`src/rtl/lfsr_stream_decryptor.sv`:
```
// LFSR stream decryptor: recovers seed and tap pattern from a space preamble, then emits plaintext.
// Optional PARITY_CHECK_EN adds a saturating parity-error counter output (par_err_cnt).
module lfsr_stream_decryptor #(
    parameter int unsigned MSG_LEN   = 64,
    parameter int unsigned TRAIN_LEN = 10
) (
    input  logic       Clk,
    input  logic       Reset,
    input  logic       Start,
    input  logic       in_valid,
    output logic       in_ready,
    input  logic [7:0] in_data,
    output logic       out_valid,
    input  logic       out_ready,
    output logic [7:0] out_data,
    output logic       Ack,
    output logic       lock_err,
    output logic [3:0] tap_idx,
    output logic [6:0] lfsr_init
`ifdef PARITY_CHECK_EN
    ,
    output logic [6:0] par_err_cnt
`endif
);

    typedef enum logic [2:0] {
        S_IDLE, S_SEED, S_TRAIN, S_DECODE, S_FLUSH, S_DONE
    } state_t;

    localparam logic [6:0] MSG_END    = 7'(MSG_LEN);
    localparam logic [6:0] TRAIN_LAST = 7'(TRAIN_LEN - 1);
    localparam logic [6:0] SPACE      = 7'h20;

    function automatic logic [6:0] tap_of(input logic [3:0] k);
        case (k)
            4'd0:    return 7'h60;
            4'd1:    return 7'h48;
            4'd2:    return 7'h78;
            4'd3:    return 7'h72;
            4'd4:    return 7'h6A;
            4'd5:    return 7'h69;
            4'd6:    return 7'h5C;
            4'd7:    return 7'h7E;
            default: return 7'h7B;
        endcase
    endfunction

    function automatic logic [6:0] lfsr_step(input logic [6:0] s, input logic [6:0] tap);
        return {s[5:0], ^(s & tap)};
    endfunction

    state_t          state_q, state_d;
    logic [6:0]      byte_cnt_q, byte_cnt_d;
    logic            out_valid_q, out_valid_d;
    logic [7:0]      out_data_q, out_data_d;
    logic            lock_err_q, lock_err_d;
    logic [3:0]      tap_idx_q, tap_idx_d;
    logic [6:0]      lfsr_init_q, lfsr_init_d;
    logic [8:0][6:0] cand_q, cand_d;
    logic [8:0]      alive_q, alive_d;
    logic [6:0]      work_q, work_d;

    logic            active, out_free, accept;
    logic [6:0]      key_in, ks;
    logic [8:0][6:0] nxt;
    logic [8:0]      match;
    logic [3:0]      low;

    always_comb begin
        state_d     = state_q;
        byte_cnt_d  = byte_cnt_q;
        out_valid_d = out_valid_q;
        out_data_d  = out_data_q;
        lock_err_d  = lock_err_q;
        tap_idx_d   = tap_idx_q;
        lfsr_init_d = lfsr_init_q;
        cand_d      = cand_q;
        alive_d     = alive_q;
        work_d      = work_q;
        nxt         = '0;
        match       = '0;
        low         = 4'hF;

        active   = (state_q == S_SEED) || (state_q == S_TRAIN) ||
                   (state_q == S_DECODE) || (state_q == S_FLUSH);
        out_free = !out_valid_q || out_ready;
        // The counter stop keeps DECODE from taking a 65th byte while the last output drains.
        in_ready = active && out_free && (byte_cnt_q != MSG_END);
        accept   = in_valid && in_ready;
        key_in   = in_data[6:0] ^ SPACE;
        ks       = lfsr_step(work_q, tap_of(tap_idx_q));

        for (int unsigned k = 0; k < 9; k++) begin
            nxt[k]   = lfsr_step(cand_q[k], tap_of(4'(k)));
            match[k] = alive_q[k] && (nxt[k] == key_in);
        end
        for (int unsigned k = 0; k < 9; k++) begin
            if (match[8 - k]) low = 4'(8 - k);
        end

        if (out_valid_q && out_ready) out_valid_d = 1'b0;
        if (accept) byte_cnt_d = byte_cnt_q + 7'd1;

        case (state_q)
            S_IDLE: begin
                byte_cnt_d  = '0;
                lock_err_d  = 1'b0;
                tap_idx_d   = 4'hF;
                out_valid_d = 1'b0;
                if (!Start) state_d = S_SEED;
            end
            S_SEED: begin
                if (accept) begin
                    if (key_in == '0) begin
                        lock_err_d = 1'b1;
                        state_d    = S_FLUSH;
                    end else begin
                        for (int unsigned k = 0; k < 9; k++) cand_d[k] = key_in;
                        alive_d     = '1;
                        lfsr_init_d = key_in;
                        out_valid_d = 1'b1;
                        out_data_d  = {1'b0, SPACE};
                        state_d     = S_TRAIN;
                    end
                end
            end
            S_TRAIN: begin
                if (accept) begin
                    cand_d  = nxt;
                    alive_d = match;
                    if (match == '0) begin
                        lock_err_d = 1'b1;
                        state_d    = S_FLUSH;
                    end else begin
                        out_valid_d = 1'b1;
                        out_data_d  = {1'b0, SPACE};
                        if (byte_cnt_q == TRAIN_LAST) begin
                            tap_idx_d = low;
                            work_d    = nxt[low];
                            state_d   = S_DECODE;
                        end
                    end
                end
            end
            S_DECODE: begin
                if (accept) begin
                    work_d      = ks;
                    out_valid_d = 1'b1;
                    out_data_d  = {1'b0, in_data[6:0] ^ ks};
                end
                if (byte_cnt_q == MSG_END && out_free) state_d = S_DONE;
            end
            S_FLUSH: begin
                if (byte_cnt_d == MSG_END) state_d = S_DONE;
            end
            default: ;
        endcase

        if (Start && state_q != S_IDLE) begin
            state_d     = S_IDLE;
            out_valid_d = 1'b0;
        end
    end

    always_ff @(posedge Clk or posedge Reset) begin
        if (Reset) begin
            state_q     <= S_IDLE;
            byte_cnt_q  <= '0;
            out_valid_q <= 1'b0;
            out_data_q  <= '0;
            lock_err_q  <= 1'b0;
            tap_idx_q   <= 4'hF;
            lfsr_init_q <= '0;
            cand_q      <= '0;
            alive_q     <= '0;
            work_q      <= '0;
        end else begin
            state_q     <= state_d;
            byte_cnt_q  <= byte_cnt_d;
            out_valid_q <= out_valid_d;
            out_data_q  <= out_data_d;
            lock_err_q  <= lock_err_d;
            tap_idx_q   <= tap_idx_d;
            lfsr_init_q <= lfsr_init_d;
            cand_q      <= cand_d;
            alive_q     <= alive_d;
            work_q      <= work_d;
        end
    end

    assign out_valid = out_valid_q;
    assign out_data  = out_data_q;
    assign Ack       = (state_q == S_DONE);
    assign lock_err  = lock_err_q;
    assign tap_idx   = tap_idx_q;
    assign lfsr_init = lfsr_init_q;

`ifdef PARITY_CHECK_EN
    logic [6:0] par_cnt_q, par_cnt_d;

    always_comb begin
        par_cnt_d = par_cnt_q;
        if (state_q == S_IDLE) begin
            par_cnt_d = '0;
        end else if (accept && (in_data[7] != ^in_data[6:0]) && par_cnt_q != 7'h7F) begin
            par_cnt_d = par_cnt_q + 7'd1;
        end
    end

    always_ff @(posedge Clk or posedge Reset) begin
        if (Reset) par_cnt_q <= '0;
        else       par_cnt_q <= par_cnt_d;
    end

    assign par_err_cnt = par_cnt_q;
`endif

endmodule

```
`config.mk`:
```
export PLATFORM = sky130hd
export DESIGN_NAME = lfsr_stream_decryptor
export DESIGN_NICKNAME = d
export VERILOG_FILES = /design/src/rtl/lfsr_stream_decryptor.sv
export SDC_FILE = /design/constraint.sdc
export NUM_CORES = 1
export LEC_CHECK = 0
export CAP_MARGIN = 20
export CORE_MARGIN = 5
export CORE_UTILIZATION = 40
export CTS_BUF_LIST = sky130_fd_sc_hd__clkbuf_16
export CTS_CLUSTER_SIZE = 28
export DETAILED_ROUTE_END_ITERATION = 16
export HOLD_SLACK_MARGIN = 0.1
export SYNTH_ARGS = -nofsm -noshare
export SYNTH_HDL_FRONTEND = slang
export SYNTH_SLANG_ARGS = --single-unit
```
`constraint.sdc`:
```
create_clock -name Clk -period 3.5 [get_ports Clk]
set_input_delay 0.7 -clock Clk [delete_from_list [all_inputs] [get_ports Clk]]
set_output_delay 0.7 -clock Clk [all_outputs]
set_load 0.01 [all_outputs]
```
==> results of run 1 <==
## power groups by stage
| stage | Sequential (mW) | Clock [mW] | Combinational (mW) |
|---|---|---|---|
| 3_3_place_gp | 2.36 | 0 | 3.08 |
| 4_1_cts | 2.35 | 1.01 | 3.14 |
| 5_1_grt | 2.42 | 1.06 | 3.47 |
| 2_1_floorplan | 2.17 | 0 | 2.11 |
| 3_5_place_dp | 2.37 | 0 | 3.13 |
| 6_report | 2.35 | 0.986 | 3.15 |
## cells in the final DEF (no fill, tap or decap), drive strengths merged, types with 3 or more instances in the layout
master	count
a211o	4
a211oi	12
a21oi	72
a221oi	3
a22o	3
a31oi	7
and2	8
and3	3
and4	6
buf	84
clkbuf	9
clkdlybuf4s50	32
dfrtp	105
dfstp	4
ha	6
inv	16
mux2	4
mux2i	18
nand2	125
nand2b	3
nand3	15
nand4	8
nor2	41
nor2b	4
nor3	17
nor3b	3
nor4	5
o21ai	101
o2bb2ai	4
o31ai	9
or3	4
xnor2	61
xnor3	7
xor2	38
## flip-flops by register name, summed over array words and instances, names as in the netlist
register / count
out_data: 7
cand_q: 63
state_q: 3
byte_cnt_q: 7
lfsr_init: 7
lock_err: 1
alive_q: 9
work_q: 7
tap_idx: 4
out_valid: 1
## cells by family after synthesis
kind of cell	after synthesis
other	1
XOR/XNOR	106
flip-flops	109
AO/OA/AOI/OAI	234
adder cells (fa/ha/maj)	6
AND/OR/NAND/NOR	251
buffers and inverters	70
multiplexers	22
## metal layers
metal	vias to the layer above	GRT usage [%]
li1	2923	-
met1	2859	29.9
met2	142	32.0
met3	27	2.83
met4	0	6.82
met5	-	0
## cell type report
| class | count | area, um^2 | area share [%] |
|---|---|---|---|
| multi-input cells | 620 | 3900 | 47.2 |
| flip-flops and latches | 109 | 2730 | 33.0 |
| repair buffers | 117 | 1030 | 12.4 |
| well taps | 225 | 282 | 3.40 |
| clock buffers | 9 | 225 | 2.72 |
| inverters | 13 | 52.6 | 0.635 |
| clock inverters | 7 | 50.0 | 0.605 |
## worst min-delay path, cell delays in order, from the launching register on
cell	delay, ps
sky130_fd_sc_hd__dfrtp_1	350
sky130_fd_sc_hd__nand2_1	50
sky130_fd_sc_hd__o31ai_1	50
## worst max-delay path by stage
stage | cells after the start | slack, ps | to | start
6_report | 15 | 120 | work_q[1]$_DFFE_PP0P_ | in_data[1]
5_1_grt | 12 | -40 | work_q[5]$_DFFE_PP0P_ | in_data[6]
3_3_place_gp | 11 | -300 | out_valid$_DFF_PP0_ | in_data[5]
2_1_floorplan | 11 | 320 | work_q[1]$_DFFE_PP0P_ | in_data[6]
3_5_place_dp | 12 | -290 | work_q[6]$_DFFE_PP0P_ | in_data[5]
4_1_cts | 12 | 80 | work_q[6]$_DFFE_PP0P_ | in_data[5]
==> flow_summary.ini, run 1 <==
[setup_path]
startpoint_type = input port
crit_path_max_incr_delay_ps = 400
dominant_cell_type_by_count_on_the_critical_path = sky130_fd_sc_hd__buf_4
crit_chain = clkdlybuf4s50_1 > buf_4 > buf_4 > xor2_1 > nor3_1 > nand3_1 > and3_1 > a211oi_4 > buf_4 > buf_4 > nor2b_1 > a211oi_1 > buf_4 > nor3_1 > a21o_1
timing.critical_path.fanout_max = 6
crit_required_ps = 3760
cp.buffers_inverters = 6
crit-reg2reg-capture = out_valid$_DFF_PP0_
r2r_slack_ps = 390
crit_arrival_ps = 3630
cpLargestDelayFamily = buffers and inverters
timing.critical_path.slowest_stage_cell = sky130_fd_sc_hd__clkdlybuf4s50_1
crit_path_end_kind = flip-flop
worst-r2r-cell-count = 9
path_class = in2reg
timing.rr.start = cand_q[57]$_DFFE_PP0P_

[final_layout]
finish.utilization_pct = 48.3
area_growth_syn_to_layout_pct = 19.8
num_antenna_cells = 0
drive_above_1_share_pct = 13.9
finish.instance_area_um2 = 8270
design.final.nets = 889
nFillCells = 1674
layout.cells.non_filler = 1100

[sta]
final_slew_viol_count = 0
worst_max_slew_pin_slew_ps = 954
layout_worst_path_cycle_share_pct = 96.5
finalHoldViolCount = 0
totalNegativeSetupSlack_ps = 0
timing.clock.skew_ps = 11.7
finalWorstSetupSlack_ps = 124
final_setup_violation_count = 0
rsz0062_at_grt = yes
timing.max_slew.rel_slack_pct = 36.0
layout_min_cycle_time_ps = 3380
fin_worst_hold_slack_ps = 480
max_freq_ghz = 0.296

[synth]
synth_top_family_by_area = compound AO/OA/AOI/OAI gates
post_synth_net_total = 818
synth.ff_latch_count = 109
synth_compound_gate_area_share_pct = 19.8
synth.top_cells.by_count = sky130_fd_sc_hd__nand2_1, sky130_fd_sc_hd__dfrtp_1, sky130_fd_sc_hd__o21ai_0
synth_area_leaders = sky130_fd_sc_hd__dfrtp_1, sky130_fd_sc_hd__xnor2_1, sky130_fd_sc_hd__o21ai_0
post_synth.cell_area_avg_um2 = 8.64
netlist_area_um2 = 6900
post-synth-top-area-fraction_pct = 38.1
adder_cell_share_of_the_synthesized_area_pct = 1.09
synth-xor-area-share_pct = 15.0
synth.area.mux_share_pct = 3.26
synth.yosys.warnings = 0
synth_area_in_simple_gates_pct = 16.9
postSynthCellCount = 799
synthFlopType = sky130_fd_sc_hd__dfrtp_1
post-synth-top-count-cell = sky130_fd_sc_hd__nand2_1
netlist.top_cell.by_area = sky130_fd_sc_hd__dfrtp_1
synth-seq-area-share_pct = 39.6
yosysUniqueCellTypes = 65
synth_async_sr_flop_share_pct = 100
synth_enable_flop_cells = 0

[placement]
placed_cell_area_um2 = 7980
port_buffers = 33
place.detailed.hpwl_mm = 14.9
preCtsSetupSlack_ps = -289
dp.cells = 1084
finalWeightedCongestion = 0.930

[floorplanning]
dieHeight_um = 141
fp.coreArea_um2 = 17100
initial_core_util_pct = 40.3
placement_rows = 48
floorplan.die.width_um = 141
die_area_um2 = 20000
io_pins = 36

[detailed_routing]
route.detailed.drc = 0
drt-initial-drc-count = 349
wl_met1_mm = 9.61
wl_met3_mm = 1.01
highest_layer = met4
count_of_tritonroute_iterations_in_the_first_routing_pass = 7
detailed_route_via_count = 5951
antenna_viol_nets_final = 0
routed_via_density = 5.41
routed_wire_per_std_cell_um = 18.4
routed_wl_mm = 20.3
wl_met2_mm = 9.20

[grt]
grt_pass1_vias = 5725
first_pass_grt_wire_length_mm = 32.4
grt_start_max_net_pins = 60
global_route.overflow_total = 0
grt_util_all_layers_pct = 20.7
grt_antenna_before_repair = 0

[clock_tree]
cts_resized = 0
numCtsBuffers = 9
clkTransAtPathRegs_ps = 80
cts_root_buffer = sky130_fd_sc_hd__clkbuf_16
cts_hold_buf = 0
h-tree-depth = 3
clk_latency_ps = 360
clock_sinks = 109
clockBufferDepth = 2
tritoncts = built
postCtsSetupBuffers = 0

[power_and_ir_drop]
power_switching_share_pct = 42.6
p_sw_mw = 2.76
p_clk_share_pct = 15.2
cell_internal_pwr_mw = 3.72
seqPwrFrac_pct = 36.2
fin_total_pwr_mw = 6.48
ir_drop_uv = 353
leakage_nw = 3.55
power_frac_comb_pct = 48.6
power-per-cell-area_nw_per_um2 = 783

[outcome]
outcome = finished, final reports clean

[worst_hold_path]
hold_class = reg2reg
holdCritStartpoint = out_data[3]$_DFFE_PP0P_
hold_end = out_data[3]$_DFFE_PP0P_
holdPathStages = 2

[run]
drv_cap = 0
No activity file was read; power rests on OpenSTA's default activity.
==> run 2: changes to the inputs <==
--- a/config.mk
+++ b/config.mk
@@ -6,12 +6,14 @@
 export NUM_CORES = 1
 export LEC_CHECK = 0
 export CAP_MARGIN = 20
+export CELL_PAD_IN_SITES_DETAIL_PLACEMENT = 1
+export CELL_PAD_IN_SITES_GLOBAL_PLACEMENT = 2
 export CORE_MARGIN = 5
-export CORE_UTILIZATION = 40
-export CTS_BUF_LIST = sky130_fd_sc_hd__clkbuf_16
+export CORE_UTILIZATION = 34
 export CTS_CLUSTER_SIZE = 28
 export DETAILED_ROUTE_END_ITERATION = 16
 export HOLD_SLACK_MARGIN = 0.1
+export PLACE_DENSITY_LB_ADDON = 0.1
 export SYNTH_ARGS = -nofsm -noshare
 export SYNTH_HDL_FRONTEND = slang
 export SYNTH_SLANG_ARGS = --single-unit
==> run 2 against run 1 <==
Effect of this change: combinational power is 7.3% higher; total power up 6.6%; global-route usage increased by 0.50 points; die area is 16% higher; largest cell class unchanged; first-iteration DRC count shrank 26%; flip-flop and latch count stayed put.
==> flow_summary.ini, run 2 (synthesized netlist as in run 1, its figures left out) <==
[power_and_ir_drop]
power_frac_comb_pct = 49.0
fin_total_pwr_mw = 6.91
p_clk_share_pct = 16.8
cell_internal_pwr_mw = 3.94
seqPwrFrac_pct = 34.2
p_sw_mw = 2.97
ir_drop_uv = 316
power-per-cell-area_nw_per_um2 = 813
leakage_nw = 3.64
power_switching_share_pct = 43.0

[floorplanning]
floorplan.die.width_um = 153
die_area_um2 = 23300
fp.coreArea_um2 = 20100
dieHeight_um = 153
placement_rows = 52
io_pins = 36
initial_core_util_pct = 34.3

[grt]
grt_util_all_layers_pct = 21.2
first_pass_grt_wire_length_mm = 38.8
grt_pass1_vias = 6513
grt_start_max_net_pins = 59
grt_antenna_before_repair = 0
global_route.overflow_total = 0

[final_layout]
layout.cells.non_filler = 1152
nFillCells = 2363
top_register = cand_q
largest_register_ffs = 63
num_antenna_cells = 0
drive_above_1_share_pct = 15.2
commonest_non_fill_non_tap_cell_in_the_layout = sky130_fd_sc_hd__nand2_1
layout.cells.most_common_list = sky130_fd_sc_hd__nand2_1, sky130_fd_sc_hd__dfrtp_1, sky130_fd_sc_hd__o21ai_0
top_regs = cand_q: 63 flops, alive_q: 9 flops
finish.instance_area_um2 = 8500
finish.utilization_pct = 42.3
design.final.nets = 896
area_growth_syn_to_layout_pct = 23.1

[setup_path]
cpLargestDelayFamily = compound AO/OA/AOI/OAI gates
startpoint_type = input port
path_class = in2reg
crit_chain = clkdlybuf4s50_1 > xnor2_1 > nand4_1 > or4_4 > o211ai_1 > a211oi_4 > buf_4 > nor4b_4 > buf_4 > a221oi_1 > o21ai_1 > buf_4 > a31o_2
cp.buffers_inverters = 4
timing.critical_path.slowest_stage_cell = sky130_fd_sc_hd__clkdlybuf4s50_1
crit_path_end_kind = flip-flop
crit_arrival_ps = 3690
crit_path_max_incr_delay_ps = 530
timing.critical_path.fanout_max = 4
crit_required_ps = 3750
dominant_cell_type_by_count_on_the_critical_path = sky130_fd_sc_hd__buf_4

[sta]
timing.clock.skew_ps = 6.98
fin_worst_hold_slack_ps = 476
max_freq_ghz = 0.291
finalHoldViolCount = 0
layout_worst_path_cycle_share_pct = 98.2
totalNegativeSetupSlack_ps = 0
worst_max_slew_pin_slew_ps = 1050
final_slew_viol_count = 0
finalWorstSetupSlack_ps = 61.4
layout_min_cycle_time_ps = 3440
timing.max_slew.rel_slack_pct = 29.7
rsz0062_at_grt = yes
final_setup_violation_count = 0

[detailed_routing]
route.detailed.drc = 0
routed_via_density = 5.37
drt-initial-drc-count = 258
routed_wl_mm = 24.6
detailed_route_via_count = 6185
routed_wire_per_std_cell_um = 21.4
antenna_viol_nets_final = 0
count_of_tritonroute_iterations_in_the_first_routing_pass = 4

[clock_tree]
h-tree-depth = 3
cts_root_buffer = sky130_fd_sc_hd__clkbuf_16
cts_hold_buf = 0
clockBufferDepth = 2
numCtsBuffers = 9
clk_latency_ps = 360
tritoncts = built
clock_sinks = 109
clkTransAtPathRegs_ps = 80

[placement]
preCtsSetupSlack_ps = -501
placed_cell_area_um2 = 8110
dp.cells = 1135
finalWeightedCongestion = 0.857
place.detailed.hpwl_mm = 18.6
port_buffers = 33

[run]
drv_cap = 0

[worst_hold_path]
hold_class = reg2reg

[outcome]
outcome = finished, final reports clean
==> run 2: power by group through the flow <==
stage          registers [mW]  logic [mW]  clock network [mW]
2_1_floorplan            2.17        2.11                   0
3_3_place_gp             2.36        3.25                   0
3_5_place_dp             2.39        3.33                   0
4_1_cts                  2.36        3.39                1.18
5_1_grt                  2.43        3.71                1.24
6_report                 2.36        3.38                1.16
==> run 2: worst paths after layout <==
| kind | depth (start not counted) | end | from | slack, ps |
|---|---|---|---|---|
| max reg2reg | 11 | work_q[2]$_DFFE_PP0P_ | cand_q[56]$_DFFE_PP0P_ | 240 |
| min in group asynchronous | 2 | alive_q[5]$_DFFE_PP0P_ | Reset | 830 |
| max in group asynchronous | 3 | tap_idx[0]$_DFFE_PP1P_ | Reset | 1940 |
| min reg2reg | 2 | lfsr_init[3]$_DFFE_PP0P_ | lfsr_init[3]$_DFFE_PP0P_ | 480 |
| min | 2 | lfsr_init[3]$_DFFE_PP0P_ | lfsr_init[3]$_DFFE_PP0P_ | 480 |
| max | 13 | work_q[6]$_DFFE_PP0P_ | in_data[6] | 60 |
==> run 2: repair_timing <==
item                       CTS  global route
resized for setup            5            10
setup buffers                0             1
setup endpoints to repair    9            30
pin swaps                    1             4
==> run 2: cell type report <==
type	instances	area, um^2	share of cell area [%]
Timing Repair Buffer	124	1120	13.1
Multi-Input combinational cell	620	3930	46.3
Clock inverter	5	83.8	0.986
Inverter	13	52.6	0.618
Clock buffer	11	243	2.86
Sequential cell	109	2730	32.2
Tap cell	270	338	3.97
==> run 2: worst reg2reg max path, cell delays in order, from the launching register on <==
cell	delay (ps)
sky130_fd_sc_hd__dfrtp_1	500
sky130_fd_sc_hd__xnor2_1	210
sky130_fd_sc_hd__xnor3_1	510
sky130_fd_sc_hd__xnor2_1	230
sky130_fd_sc_hd__o211ai_1	240
sky130_fd_sc_hd__a211oi_4	350
sky130_fd_sc_hd__buf_4	240
sky130_fd_sc_hd__mux2i_1	270
sky130_fd_sc_hd__o2bb2ai_1	110
sky130_fd_sc_hd__a211oi_1	260
sky130_fd_sc_hd__buf_4	170
sky130_fd_sc_hd__o31ai_1	60
==> run 2: routing by layer <==
metal	track usage [%]	part of all wire (%)	up-vias
li1	-	-	2933
met1	27.9	45	3145
met2	36.9	50	79
met3	2.58	2.9	28
met4	5.64	1.8	0
met5	0	0	-
